### src/rtl/cpu_run_ctrl_pkg.sv
// Shared types for the core run/step controller.
package cpu_run_pkg;

  typedef enum logic [2:0] {
    IDLE,
    RESET,
    RUN,
    STEP_WAIT,
    STEP_PULSE,
    DONE
  } run_state_t;

  typedef enum logic [1:0] {
    FREE  = 2'd0,
    STEP  = 2'd1,
    RUN_N = 2'd2
  } run_mode_t;

  // The reserved encoding 3 behaves as a free run.
  function automatic run_mode_t decode_mode(input logic [1:0] m);
    case (m)
      2'd1:    return STEP;
      2'd2:    return RUN_N;
      default: return FREE;
    endcase
  endfunction

endpackage

### src/rtl/cpu_run_ctrl_clk_en_div.sv
// Free-running clock-enable divider: tick is high one cycle in every DIV.
module clk_en_div #(
  parameter int DIV = 2
) (
  input  logic clk,
  input  logic rst,
  output logic tick
);

  localparam int CW = (DIV > 1) ? $clog2(DIV) : 1;
  localparam logic [CW-1:0] LAST = CW'(DIV - 1);

  logic [CW-1:0] r_cnt;
  logic          r_tick;
  logic [CW-1:0] w_cnt_nxt;

  assign w_cnt_nxt = (r_cnt == LAST) ? '0 : r_cnt + CW'(1);

  // Tick is registered from the next count so it is low during reset even when DIV is 1.
  always_ff @(posedge clk or negedge rst) begin
    if (!rst) begin
      r_cnt  <= '0;
      r_tick <= 1'b0;
    end else begin
      r_cnt  <= w_cnt_nxt;
      r_tick <= (w_cnt_nxt == LAST);
    end
  end

  assign tick = r_tick;

endmodule

### src/rtl/cpu_run_ctrl.sv
// Run/step controller for the ARM core: reset sequencing, clock-enable gating
// (free, N-cycle or single-step) and the pixel-clock enable.
//
// state      | meaning
// IDLE       | core held in reset, waiting for start
// RESET      | core reset asserted for RESET_HOLD cycles
// RUN        | core enabled every cycle (FREE or RUN_N)
// STEP_WAIT  | core frozen, waiting for a step request
// STEP_PULSE | single enabled cycle for one step
// DONE       | core out of reset but frozen for inspection
module cpu_run_ctrl #(
  parameter int RESET_HOLD = 2,
  parameter int CNT_W      = 32,
  parameter int PIX_DIV    = 2
) (
  input  logic             clk,
  input  logic             rst,
  input  logic             start,
  input  logic [1:0]       mode,
  input  logic [CNT_W-1:0] n_cycles,
  input  logic             step,
  input  logic             halt,
  output logic             cpu_rst,
  output logic             cpu_ce,
  output logic             pix_ce,
  output logic             busy,
  output logic             done,
  output logic [CNT_W-1:0] cycle_count
);

  import cpu_run_pkg::*;

  localparam int HW = (RESET_HOLD > 1) ? $clog2(RESET_HOLD) : 1;
  localparam logic [HW-1:0] HOLD_INIT = HW'(RESET_HOLD - 1);

  run_state_t       r_state;
  run_mode_t        r_mode;
  logic [CNT_W-1:0] r_remain;
  logic [HW-1:0]    r_hold;
  logic [CNT_W-1:0] r_count;
  logic [CNT_W-1:0] w_count_inc;

  assign w_count_inc = (r_count == '1) ? r_count : r_count + CNT_W'(1);

  // Run sequencer; r_remain counts down the RUN_N budget and r_hold the reset window.
  always_ff @(posedge clk or negedge rst) begin
    if (!rst) begin
      r_state  <= IDLE;
      r_mode   <= FREE;
      r_remain <= '0;
      r_hold   <= '0;
      r_count  <= '0;
    end else begin
      case (r_state)
        IDLE, DONE: begin
          if (start) begin
            r_state  <= RESET;
            r_mode   <= decode_mode(mode);
            r_remain <= n_cycles;
            r_hold   <= HOLD_INIT;
            r_count  <= '0;
          end
        end
        RESET: begin
          if (r_hold == '0) begin
            if (r_mode == STEP)
              r_state <= STEP_WAIT;
            else if (r_mode == RUN_N && r_remain == '0)
              r_state <= DONE;
            else
              r_state <= RUN;
          end else begin
            r_hold <= r_hold - HW'(1);
          end
        end
        RUN: begin
          r_count <= w_count_inc;
          if (r_mode == RUN_N)
            r_remain <= r_remain - CNT_W'(1);
          if (halt || (r_mode == RUN_N && r_remain == CNT_W'(1)))
            r_state <= DONE;
        end
        STEP_WAIT: begin
          if (halt)
            r_state <= DONE;
          else if (step)
            r_state <= STEP_PULSE;
        end
        STEP_PULSE: begin
          r_count <= w_count_inc;
          r_state <= halt ? DONE : STEP_WAIT;
        end
        default: r_state <= IDLE;
      endcase
    end
  end

  assign cpu_rst     = (r_state == IDLE) || (r_state == RESET);
  assign cpu_ce      = (r_state == RUN) || (r_state == STEP_PULSE);
  assign busy        = (r_state == RESET) || (r_state == RUN) ||
                       (r_state == STEP_WAIT) || (r_state == STEP_PULSE);
  assign done        = (r_state == DONE);
  assign cycle_count = r_count;

  clk_en_div #(.DIV(PIX_DIV)) u_pix_div (
    .clk  (clk),
    .rst  (rst),
    .tick (pix_ce)
  );

endmodule

### config.mk
export PLATFORM = sky130hd
export DESIGN_NAME = cpu_run_ctrl
export DESIGN_NICKNAME = d
export VERILOG_FILES = /design/src/rtl/cpu_run_ctrl_pkg.sv /design/src/rtl/cpu_run_ctrl_clk_en_div.sv /design/src/rtl/cpu_run_ctrl.sv
export SDC_FILE = /design/constraint.sdc
export NUM_CORES = 1
export LEC_CHECK = 0
export ABC_AREA = 1
export CORE_MARGIN = 3
export CORE_UTILIZATION = 25
export CTS_CLUSTER_SIZE = 14
export DETAILED_ROUTE_END_ITERATION = 8
export GPL_TIMING_DRIVEN = 1
export PLACE_DENSITY = 0.42
export REMOVE_ABC_BUFFERS = 1
export SLEW_MARGIN = 40
export SYNTH_ARGS = -nofsm -noshare
export SYNTH_HDL_FRONTEND = slang
export SYNTH_SLANG_ARGS = --single-unit
### constraint.sdc
create_clock -name clk -period 2 [get_ports clk]
set_clock_uncertainty 0.05 [all_clocks]
set_input_delay 0.4 -clock clk [delete_from_list [all_inputs] [get_ports clk]]
set_output_delay 0.4 -clock clk [all_outputs]
set_load 0.01 [all_outputs]
== After elaboration in Yosys (flattened, before gate mapping) ==
Cells that the tools add are included.

* Register bits: 71
* Word-level logic and storage cells: 67
* Output and inout bits: 37
* Bits of input ports: 39

* Reduce and logical (&&, ||, !) cells: 20
* Add/subtract/negate cells: 4
* Mux-type cells: 20
* Eq/ne operators: 17

{| class="wikitable"
|+ Operators with widths
! kind !! count
|-
| 2-to-1 mux 32 bit || 4
|-
| case mux 32 bit (2 select lines) || 2
|-
| adder 32 x 1 -> 32 bit (second input constant) || 1
|-
| equality test 32 x 1 -> 1 bit (second input constant) || 1
|-
| equality test 32 bit (second input constant) || 1
|-
| zero test 32 bit || 1
|-
| subtractor 32 x 1 -> 32 bit (second input constant) || 1
|-
| 2-to-1 mux 3 bit || 8
|-
| case mux 3 bit (5 select lines) || 1
|-
| != test 2 bit (second input constant) || 5
|-
| equality test 3 x 2 -> 1 bit (second input constant) || 2
|-
| equality test 3 bit (second input constant) || 2
|-
| logical OR 1 bit || 6
|-
| AND reduction 3 bit || 2
|-
| nonzero test 2 bit || 3
|-
| equality test 2 x 1 -> 1 bit (second input constant) || 2
|-
| equality test 2 bit (second input constant) || 2
|-
| case mux 2 bit (2 select lines) || 1
|-
| AND reduction 2 bit || 2
|-
| AND reduction 4 bit || 1
|-
| OR reduction 2 bit || 2
|-
| equality test 3 x 1 -> 1 bit (second input constant) || 1
|-
| zero test 3 bit || 1
|-
| 2-to-1 mux 1 bit || 3
|-
| other kinds (5) || 6
|}

== Depth between registers and ports, before layout ==
* Depth in word-level cells: 6
* Mapped depth: 11
* Gate-level depth less buffers: 11

== Modules after synthesis ==
Synthesis repeated with hierarchy kept, for this count alone.

* Cells, all modules: 794
* Area total of the unflattened synthesis: 5,038.6 µm²

{| class="wikitable"
|+ Modules (own cells, without submodules)
! module !! times used !! seq. area each (µm²) !! area each (µm²) !! cells each
|-
| cpu_run_ctrl || 1 || 1,751.7 || 5,009.8 || 792
|-
| clk_en_div || 1 || 25.0 || 28.8 || 2
|}

== Worst setup path after synthesis ==
Ideal clock, no wire load.

* Path type: reg-to-reg
* Start point: reg r_count[0], in the netlist cycle_count[0]
* End point: reg r_count[13], in the netlist cycle_count[13]
* Required time: 1.832 ns
* Setup time: 0.118 ns
* Data arrival time: 1.658 ns
* Buffers on the path: 1
* Period minus slack after synthesis: 1.826 ns
* Setup slack: 0.174 ns
* Cell stages (with the launch flop): 10
* Cell sequence: dfrtp_1 ha_1 nand2_2 nor2_4 nand2_2 nor2_4 nand3_4 nand2_8 buf_12 o21ai_2

* Longest elaborated chain between the ends: 3
* Elaborated cells on any way between the ends: 6
* Classes of those cells: add/sub (1); eq/ne (2); mux (2); reduce/logical (1)

{| class="wikitable"
|+ Ends and longest elaborated chain
! element !! line !! source
|-
| start, declared || cpu_run_ctrl.sv:40 || <nowiki>logic [CNT_W-1:0] r_count;</nowiki>
|-
| start signal, assigned || cpu_run_ctrl.sv:77 || <nowiki>r_count <= w_count_inc;</nowiki>
|-
| start signal, assigned || cpu_run_ctrl.sv:90 || <nowiki>r_count <= w_count_inc;</nowiki>
|-
| adder 32 x 1 -> 32 bit / equality test 32 bit (equally long branches) || cpu_run_ctrl.sv:43 || <nowiki>assign w_count_inc = (r_count == '1) ? r_count : r_count + CNT_W'(1);</nowiki>
|-
| 2-to-1 mux 32 bit / != test 2 bit (equally long branches) || n/a ||
|-
| case mux 32 bit (2 select lines) / AND reduction 3 bit (equally long branches) || n/a ||
|}

Several ways; a longest one is shown, not always the timed one. The select of a mux whose other input is x is not followed.
A chain may end at the register's enable or synchronous reset.

== Final worst setup path ==
* Start point: reg r_count[25], in the netlist cycle_count[25]
* End point: out cycle_count[25]

{| class="wikitable"
|+ RTL lines
! element !! line !! source
|-
| end, declared || cpu_run_ctrl.sv:28 || <nowiki>output logic [CNT_W-1:0] cycle_count</nowiki>
|}

No word-level cell between the ends.

==> impl_metrics.env <==
export IMPL_fin_nets=977
export IMPL_avgRoutedWirePerCell_um=14.4
export IMPL_cap_violations=0
export IMPL_drc=0
export IMPL_syn2layout_area_growth_pct=31.4
export IMPL_power_density_nw_per_um2=1230
export IMPL_dieWidth_um=153
export IMPL_drt_pass1_iterations=4
export IMPL_yosys_cell_types_count=37
export IMPL_numCtsBuffers=9
export IMPL_die_h_um=153
export IMPL_gr_total_overflow=0
export IMPL_synth_seq_area_share_pct=33.0
export IMPL_cts_buffer_depth=2
export IMPL_grt_pass1_wl_um=27800
export IMPL_fin_area_sq_um=7070
export IMPL_ant_nets=0
export IMPL_tightest_slew_ns=0.439
export IMPL_synthCells=814
export IMPL_crit_fanout=5
export IMPL_ys_ff_latch=71
export IMPL_viasPerCell=4.44
export IMPL_initial_core_util_pct=25.5
export IMPL_path_cells="buf_4 > clkdlybuf4s50_1"
export IMPL_drive_above_1_share_pct=17.3
export IMPL_required_ns=1.55
export IMPL_fp_row_count=53
export IMPL_grt_setup_unrepaired="yes"
export IMPL_crit_type="flip-flop to output port"
export IMPL_place_gp_congestion=0.825
export IMPL_grt_pass1_vias=5232
export IMPL_initialDrtViolationCount=245
export IMPL_crit_arrival_ns=1.47
export IMPL_hp_class="flip-flop to flip-flop"
export IMPL_avgSynthCellArea_sq_um=6.61
export IMPL_cp_slowest_cell="clkdlybuf4s50_1"
export IMPL_max_freq_ghz=0.521
export IMPL_grt_max_degree=41
export IMPL_outcome="complete, no violations"
export IMPL_crit_buf_inv=2
export IMPL_power_leakage_nw=3.10
export IMPL_cts_sinks=71
export IMPL_drv_slew=0
export IMPL_core_area_sq_um=21100
export IMPL_hold_ws_ns=0.363
export IMPL_ir_drop_mv=0.485
export IMPL_hold_viol=0
export IMPL_slew_headroom_pct=70.5
export IMPL_antenna_found_initial=0
export IMPL_io_buffers=75
export IMPL_post_route_min_period_ns=1.92
export IMPL_timing_critical_path_max_delay_family="buffers and inverters"
export IMPL_tns_ns=0
export IMPL_vias=5385
export IMPL_critPathMaxStageDelay_ns=0.55
export IMPL_netlist_area_sq_um=5380
export IMPL_die_area_sq_um=23300
export IMPL_cts_clk_slew_worst_paths_ns=0.06
export IMPL_root_buffer="clkbuf_16"
export IMPL_h_tree_depth=3
export IMPL_cp_end_kind="output port"
export IMPL_period_share_pct=95.9
export IMPL_grt_usage_pct=14.8
export IMPL_antenna_cells=0
export IMPL_placed_area_sq_um=6720
export IMPL_io_pins=76
export IMPL_cp_start_kind="flip-flop"
export IMPL_routed_wirelength_um=17400
export IMPL_clock_latency_ns=0.34
export IMPL_dp_hpwl_um=13300
export IMPL_finalSetupViolCount=0
export IMPL_yosys_warnings=0
export IMPL_cts_tree="done"
==> area by class of cell <==
cell class / instances / area, sq um
clock buffers: 14 / 254
clock inverters: 1 / 5.00
fillers: 2369 / 14000
inverters: 88 / 335
multi-input cells: 635 / 3110
flip-flops and latches: 71 / 1780
well taps: 275 / 344
repair buffers: 129 / 1240
==> path summary, 6_finish.rpt <==
check	from	to	slack, ns	depth (start not counted)
max in group asynchronous	rst	cycle_count[21]$_DFFE_PN0P_	0.86	3
min in group asynchronous	rst	cycle_count[1]$_DFFE_PN0P_	0.45	2
min	u_pix_div.r_cnt$_DFF_PN0_	u_pix_div.r_cnt$_DFF_PN0_	0.36	1
max	cycle_count[25]$_DFFE_PN0P_	cycle_count[25]	0.08	2
min reg2reg	u_pix_div.r_cnt$_DFF_PN0_	u_pix_div.r_cnt$_DFF_PN0_	0.36	1
max reg2reg	r_state[2]$_DFFE_PN0P_	r_remain[11]$_DFFE_PN0P_	0.09	11
==> state kept, by name, indices dropped and copies added, names as in the netlist <==
| signal | cells |
|---|---|
| u_pix_div.r_cnt | 1 |
| r_mode | 2 |
| cycle_count | 32 |
| r_state | 3 |
| r_remain | 32 |
| r_hold | 1 |
==> cells in the mapped netlist <==
master | instances | area share [%]
nor2_1 | 128 | 8.9
clkbuf_2 | 1 | 0.093
nand2_8 | 1 | 0.37
a22oi_1 | 1 | 0.14
nand3b_1 | 1 | 0.14
a21o_1 | 2 | 0.28
nand2_4 | 3 | 0.63
xor2_1 | 10 | 1.6
clkbuf_1 | 4 | 0.28
nand2_2 | 35 | 4.1
or2_2 | 11 | 1.3
nor2_8 | 1 | 0.37
nand4_1 | 11 | 1.3
o21bai_1 | 1 | 0.14
buf_6 | 2 | 0.42
o211ai_1 | 2 | 0.28
inv_1 | 80 | 5.6
buf_12 | 4 | 1.5
buf_2 | 8 | 0.74
dfrtp_1 | 71 | 33
o31ai_1 | 2 | 0.28
ha_1 | 4 | 0.93
nand3_1 | 63 | 5.9
o22ai_1 | 3 | 0.35
inv_4 | 1 | 0.12
xnor2_1 | 9 | 1.5
inv_2 | 7 | 0.49
nor2_2 | 5 | 0.58
o21ai_1 | 6 | 0.56
o21ai_0 | 33 | 3.1
nor2_4 | 4 | 0.84
buf_4 | 1 | 0.14
nor3_1 | 5 | 0.47
a21oi_1 | 23 | 2.1
o21ai_2 | 23 | 3.7
nand2_1 | 246 | 17
nand3_4 | 2 | 0.65
==> layer usage <==
layer / global-route usage, % / wire (um) / vias to the layer above / share of wire, %
met4: 4.20 / 297 / 0 / 1.7
met1: 19.9 / 8410 / 2449 / 48
met2: 24.9 / 8160 / 109 / 47
li1: - / - / 2808 / -
met5: 0 / 0 / - / 0
met3: 2.13 / 566 / 19 / 3.2
==> power by group <==
group	total (mW)	switching (mW)	internal [mW]
combinational	4.82	2.96	1.85
clock	1.50	0.635	0.868
sequential	2.35	0.476	1.88
==> cells by family after synthesis <==
group           count (synthesis)  share of synthesized area, %
compound gates                 96                          11.0
xor+xnor                       19                          3.09
fa+ha+maj                       4                         0.930
buf+inv                       108                          9.35
flops                          71                          33.0
simple gates                  516                          42.6
==> cell usage in the layout (no fill, tap or decap), types with 3 or more instances in the layout <==
cell | Yosys | final
nor2_2 | 5 | 7
clkbuf_16 | 0 | 10
or2_2 | 11 | 11
o21ai_1 | 6 | 7
nand4_1 | 11 | 11
dfrtp_1 | 71 | 70
clkdlybuf4s50_1 | 0 | 70
a21oi_1 | 23 | 23
inv_2 | 7 | 7
nor2_4 | 4 | 4
xor2_1 | 10 | 10
o22ai_1 | 3 | 3
clkbuf_1 | 4 | 4
dlygate4sd2_1 | 0 | 3
nand2_2 | 35 | 36
buf_12 | 4 | 6
ha_1 | 4 | 4
nand2_1 | 246 | 245
nor3_1 | 5 | 5
xnor2_1 | 9 | 9
o21ai_0 | 33 | 32
o21ai_2 | 23 | 23
nand3_1 | 63 | 63
nand2_4 | 3 | 3
nor2_1 | 128 | 126
buf_4 | 1 | 47
inv_1 | 80 | 80
==> worst register-to-register path: stages, from the launching register on <==
cell	delay (ns)
dfrtp_2	0.43
buf_4	0.16
nor2_4	0.11
nand2_2	0.08
buf_4	0.19
inv_2	0.09
nand2_1	0.08
nand3_4	0.16
inv_6	0.11
buf_4	0.18
a21oi_1	0.12
nor2_1	0.05
==> stage by stage <==
| stage | worst slack [ns] | cells | util, % | power, mW |
|---|---|---|---|---|
| final | 0.0823 | 1213 | 33.5 | 8.67 |
| after global placement | 0.148 | 1190 | 31.9 | 7.01 |
| after detailed placement | 0.129 | 1190 | 31.9 | 7.02 |
| after floorplan | -0.262 | 794 | - | 5.09 |
| after global routing | -0.00998 | 1213 | 33.5 | 9.45 |
| after CTS | 0.0434 | 1212 | 33.4 | 8.60 |
==> what timing repair did <==
| action | 4_1_cts | 5_1_grt |
|---|---|---|
| cloned | 0 | 1 |
| hold endpoints to repair | 19 | 0 |
| resized for setup | 7 | 4 |
| hold buffers | 1 | 0 |
| endpoints found under the setup margin | 3 | 5 |
| pin swaps | 1 | 0 |
| setup buffers | 6 | 0 |
No activity file was read; power rests on OpenSTA's default activity.
